<file path="src/rtl/rr_stream_mux.sv">
// Round-robin stream mux: raises arbiter requests from channel valids, latches the grant
// and forwards that channel's packet through tlast, optionally truncating at MAX_BEATS.
module rr_stream_mux #(
   parameter int unsigned  N         = 4,
   parameter int unsigned  DATA_W    = 32,
   parameter int unsigned  MAX_BEATS = 0,
   localparam int unsigned SEL_W     = (N > 1) ? $clog2(N) : 1
) (
   input  logic                clk,
   input  logic                rst_n,
   input  logic [N*DATA_W-1:0] in_tdata,
   input  logic [N-1:0]        in_tvalid,
   input  logic [N-1:0]        in_tlast,
   output logic [N-1:0]        in_tready,
   output logic [DATA_W-1:0]   out_tdata,
   output logic                out_tvalid,
   output logic                out_tlast,
   output logic [SEL_W-1:0]    out_tdest,
   input  logic                out_tready,
   output logic [N-1:0]        arb_req,
   input  logic [N-1:0]        arb_grant,
   output logic                busy,
   output logic                trunc_err
);

   localparam int unsigned CNT_W    = (MAX_BEATS > 0) ? $clog2(MAX_BEATS + 1) : 1;
   localparam int unsigned LAST_CNT = (MAX_BEATS > 0) ? MAX_BEATS - 1 : 0;

   typedef enum logic [0:0] {StArb, StPass} state_e;

   // Lowest set bit wins, so a malformed multi-bit grant still selects one channel.
   function automatic logic [SEL_W-1:0] onehot_to_idx(input logic [N-1:0] vec);
      onehot_to_idx = '0;
      for (int i = N - 1; i >= 0; i--) begin
         if (vec[i]) onehot_to_idx = SEL_W'(i);
      end
   endfunction

   state_e            state_q, state_d;
   logic [SEL_W-1:0]  sel_q, sel_d;
   logic [CNT_W-1:0]  beat_cnt_q, beat_cnt_d;
   logic              trunc_q, trunc_d;

   logic [DATA_W-1:0] sel_data;
   logic              sel_valid;
   logic              sel_last;
   logic              at_limit;
   logic              beat;

   always_comb begin
      sel_data  = in_tdata[int'(sel_q) * int'(DATA_W) +: DATA_W];
      sel_valid = in_tvalid[sel_q];
      sel_last  = in_tlast[sel_q];
      // Current beat is beat number MAX_BEATS of this grant.
      at_limit  = (MAX_BEATS != 0) && (beat_cnt_q == CNT_W'(LAST_CNT));
   end

   always_comb begin
      state_d    = state_q;
      sel_d      = sel_q;
      beat_cnt_d = beat_cnt_q;
      trunc_d    = 1'b0;
      arb_req    = '0;
      in_tready  = '0;
      out_tvalid = 1'b0;
      out_tlast  = 1'b0;
      out_tdata  = sel_data;
      beat       = 1'b0;

      unique case (state_q)
         StArb: begin
            // Masking on any grant bit stops the arbiter issuing a second grant.
            arb_req = (arb_grant == '0) ? in_tvalid : '0;
            if (arb_grant != '0) begin
               state_d    = StPass;
               sel_d      = onehot_to_idx(arb_grant);
               beat_cnt_d = '0;
            end
         end
         StPass: begin
            out_tvalid       = sel_valid;
            out_tlast        = sel_last | at_limit;
            in_tready[sel_q] = out_tready;
            beat             = sel_valid & out_tready;
            if (beat) begin
               beat_cnt_d = beat_cnt_q + CNT_W'(1);
               if (out_tlast) begin
                  state_d = StArb;
                  trunc_d = at_limit & ~sel_last;
               end
            end
         end
         default: state_d = StArb;
      endcase
   end

   always_ff @(posedge clk) begin
      if (!rst_n) begin
         state_q    <= StArb;
         sel_q      <= '0;
         beat_cnt_q <= '0;
         trunc_q    <= 1'b0;
      end else begin
         state_q    <= state_d;
         sel_q      <= sel_d;
         beat_cnt_q <= beat_cnt_d;
         trunc_q    <= trunc_d;
      end
   end

   assign out_tdest = sel_q;
   assign busy      = (state_q == StPass);
   assign trunc_err = trunc_q;

endmodule

</file>
<file path="config.mk">
export PLATFORM = sky130hd
export DESIGN_NAME = rr_stream_mux
export DESIGN_NICKNAME = d
export VERILOG_FILES = /design/src/rtl/rr_stream_mux.sv
export SDC_FILE = /design/constraint.sdc
export NUM_CORES = 1
export LEC_CHECK = 0
export ABC_AREA = 1
export CAP_MARGIN = 40
export CELL_PAD_IN_SITES_DETAIL_PLACEMENT = 0
export CELL_PAD_IN_SITES_GLOBAL_PLACEMENT = 1
export CORE_MARGIN = 3
export CORE_UTILIZATION = 11
export CTS_BUF_LIST = sky130_fd_sc_hd__clkbuf_2
export CTS_CLUSTER_SIZE = 20
export DETAILED_ROUTE_END_ITERATION = 6
export PLACE_DENSITY_LB_ADDON = 0.1
export SLEW_MARGIN = 10
export SYNTH_ARGS = -nofsm -noshare
export SYNTH_HDL_FRONTEND = slang
export SYNTH_SLANG_ARGS = --single-unit
</file>
<file path="constraint.sdc">
create_clock -name clk -period 1 [get_ports clk]
set_input_delay 0.1 -clock clk [delete_from_list [all_inputs] [get_ports clk]]
set_output_delay 0.1 -clock clk [all_outputs]
set_load 0.03 [all_outputs]
</file>
==> flow_summary_export.csv <==
group,metric,value,unit
outcome,status,"finished with violations",
outcome,violations,"negative setup slack",
placement,gp_congestion,0.816,
yosys,synth_top_area_frac,0.379,
grt,grt_pass1_vias,2405,
die,die_y,111,microns
sta,rsz0062_at_grt,"true",
setup_path,slowest_stage,"dfxtp_4",
yosys,yosys.cell_types.count,21,
grt,track_usage,0.121,
sta,max_freq,693,MHz
sta,min_period_over_period,1.44,
sta,worst_clock_skew,0.00112,ns
setup_path,worstPathMaxFanout,15,
setup_path,path_buf_inv,2,
yosys,syn_inst,229,
yosys,postSynth.asyncResetShare,0,
placement,place_area,3600,sq um
sta,fin_ws,-0.442,ns
pwr,pwr-share-comb,0.882,
yosys,synth_ff_type,"dfxtp_1",
clocking,cts_max_level,1,
placement,dp_cells,560,
detailed_routing,dr.pass1.iters,6,
setup_path,worstPathRequired,0.90,ns
clocking,clk_root_buffer_cell,"clkbuf_2",
min_path,min_from,"arb_grant[0]",
clocking,cts_tree,"yes",
setup_path,cp.arrival,1.34,ns
die,dieArea,12400,sq um
detailed_routing,vias_per_cell,3.92,
pwr,pwr-share-seq,0.056,
die,fp.dieW,111,microns
yosys,yosys.area.top_type,"nand2_1",
cells_and_area,drive_above_1_share,0.336,
detailed_routing,drc_errors,0,
setup_path,endpoint_kind,"primary output",
pwr,p_int,1.55,mW
sta,setup_viol,44,
setup_path,reg2reg_from,"out_tdest[0]",
setup_path,reg2reg_to,"busy",
die,floorplan.initialDensity,0.115,
setup_path,reg2reg_depth,9,
cells_and_area,instances_no_fill,570,
yosys,syn_area_per_cell,5.32,sq um
grt,grt_start_max_net_pins,25,
setup_path,cp-start-kind,"flop",
detailed_routing,vias,2235,
min_path,whs_endpoint,"out_tdest[0]",
pwr,p_leak,1.64,nW
grt,grt_pass1_wl,12300,microns
run,drv_cap,0,
clocking,clock_latency,0.21,ns
detailed_routing,wirelength,7940,microns
setup_path,crit_type,"flop to primary output",
yosys,yosysSeqAreaShare,0.0493,
yosys,yosysMostFrequentCell,"nand2_1",
placement,port_buffers,187,
yosys,synth_commonest_cells,"nand2_1 (123), nand3_1 (17), nand4_1 (16)",
detailed_routing,wl_per_cell,13.9,microns
sta,finalSetupTns,-15.06,ns
clocking,cts.sinks,3,
yosys,yosys_warnings,0,
die,coreArea,10600,sq um
setup_path,timing.reg2reg.setup_slack,-0.10,ns
yosys,synth_area_leaders,"nand2_1 (38%), a22oi_2 (10%), buf_6 (8.3%)",
clocking,cts_buffers,3,
pwr,p_sw,1.26,mW
sta,hold_ws,0.357,ns
grt,grt_overflow,0,
pwr,power,2.81,mW
min_path,hold_class,"input pin to flop",
min_path,holdPathStages,6,
grt,grt_antenna_before_repair,0,
setup_path,slowest_delay,0.42,ns
placement,post-place-ws,-0.396,ns
yosys,syn_area,1220,sq um
cells_and_area,synthToLayoutAreaGrowth,224,%
cells_and_area,finalCoreUtilization,0.374,
die,rows,37,
yosys,synth_nets,372,
detailed_routing,first_iter_violations,84,
pwr,switching_share,0.448,
setup_path,crit_family,"flip-flops",
sta,maxSlewViolCount,0,
yosys,synth-edff-count,0,
clocking,cts_max_path_buffers,2,
detailed_routing,detail-route-antenna-nets,0,
sta,finalHoldViolCount,0,
clocking,holdBufCountCts,0,
pwr,clkPwrFrac,0.062,
setup_path,crit_chain,"nor2_4 -> buf_12 -> a22oi_2 -> nand3_4 -> buf_6",
clocking,clk_pin_slew,0.04,ns
cells_and_area,fin_area,3940,sq um
yosys,synth_seq_cells,3,
pwr,peakVddDrop,0.000416,V
die,num_io_pins,189,
cells_and_area,num_antenna_cells,0,
placement,hpwl,6320,microns
sta,period_minus_slack,1.44,ns
pwr,power_density,712,nW/um^2
cells_and_area,fin_nets,578,
what timing repair did:
action / CTS / global route
buffers inserted: 4 / 0
gates resized for setup: 66 / 14
pin swaps: 9 / 7
endpoints found under the setup margin: 47 / 47
cloned: 0 / 2
hold endpoints to repair: 0 / 0
routing by layer:
layer	track usage	vias up	part of all wire
li1	-	1162	-
met1	0.140	970	0.39
met2	0.229	97	0.53
met3	0.0267	6	0.071
met4	0.0178	0	0.011
met5	0	-	0
worst max path at each step:
stage | end | depth (start not counted) | startpoint | slack (ns)
floorplan | out_tdata[10] | 7 | out_tdest[0] | -0.28
global placement | arb_req[0] | 7 | arb_grant[2] | -0.36
detailed placement | arb_req[2] | 7 | arb_grant[2] | -0.40
CTS | out_tdata[23] | 6 | out_tdest[0] | -0.48
global route | out_tdata[20] | 6 | out_tdest[0] | -0.55
finish | out_tdata[19] | 5 | out_tdest[1] | -0.44
cells in the final DEF (no fill, tap or decap), types with 2 or more instances in the layout:
| master | instances |
|---|---|
| inv_6 | 2 |
| clkbuf_2 | 4 |
| inv_1 | 10 |
| nand3_4 | 16 |
| dlygate4sd2_1 | 3 |
| nand2_2 | 9 |
| nor2_1 | 3 |
| nand4_1 | 16 |
| nand2_4 | 4 |
| clkdlybuf4s15_1 | 2 |
| nand2_1 | 111 |
| buf_4 | 16 |
| clkdlybuf4s50_1 | 137 |
| inv_2 | 3 |
| buf_6 | 48 |
| buf_12 | 9 |
| nor2_4 | 8 |
| dfxtp_4 | 3 |
| a22oi_2 | 15 |
registers in the layout, indices dropped and copies added (netlist names):
name       flops
out_tdest      2
busy           1
worst register-to-register path, stage by stage, from the launching register on:
cell and delay (ns):
dfxtp_4 0.38, inv_8 0.08, buf_4 0.13, nand2_1 0.05, nand2_1 0.07, nand2_2 0.07, nand2_1 0.07, nand3_1 0.06
nand2_1 0.06, inv_1 0.03
cells by family (layout without fill, tap and decap cells):
kind of cell    Yosys count  count (layout)  synth area share
flops                     3               3            0.0493
compound gates           21              21             0.162
other cells               1               1           0.00308
simple gates            172             172             0.606
buf+inv                  32             237             0.179
power by group through the flow:
stage / Sequential (mW) / Combinational, mW / Clock (mW)
after global routing: 0.159 / 2.63 / 0.192
after CTS: 0.157 / 2.49 / 0.179
final: 0.157 / 2.48 / 0.174
after global placement: 0.157 / 2.28 / 0
after detailed placement: 0.157 / 2.27 / 0
after floorplan: 0.160 / 1.15 / 0
cell type report:
cell class,instances,area (sq um)
Fill cell,1119,6610
Timing Repair Buffer,216,2280
Inverter,17,86.3
Tap cell,136,170
Sequential cell,3,71.3
Multi-Input combinational cell,194,1310
Clock buffer,4,20.0
No activity file was read; power rests on OpenSTA's default activity.
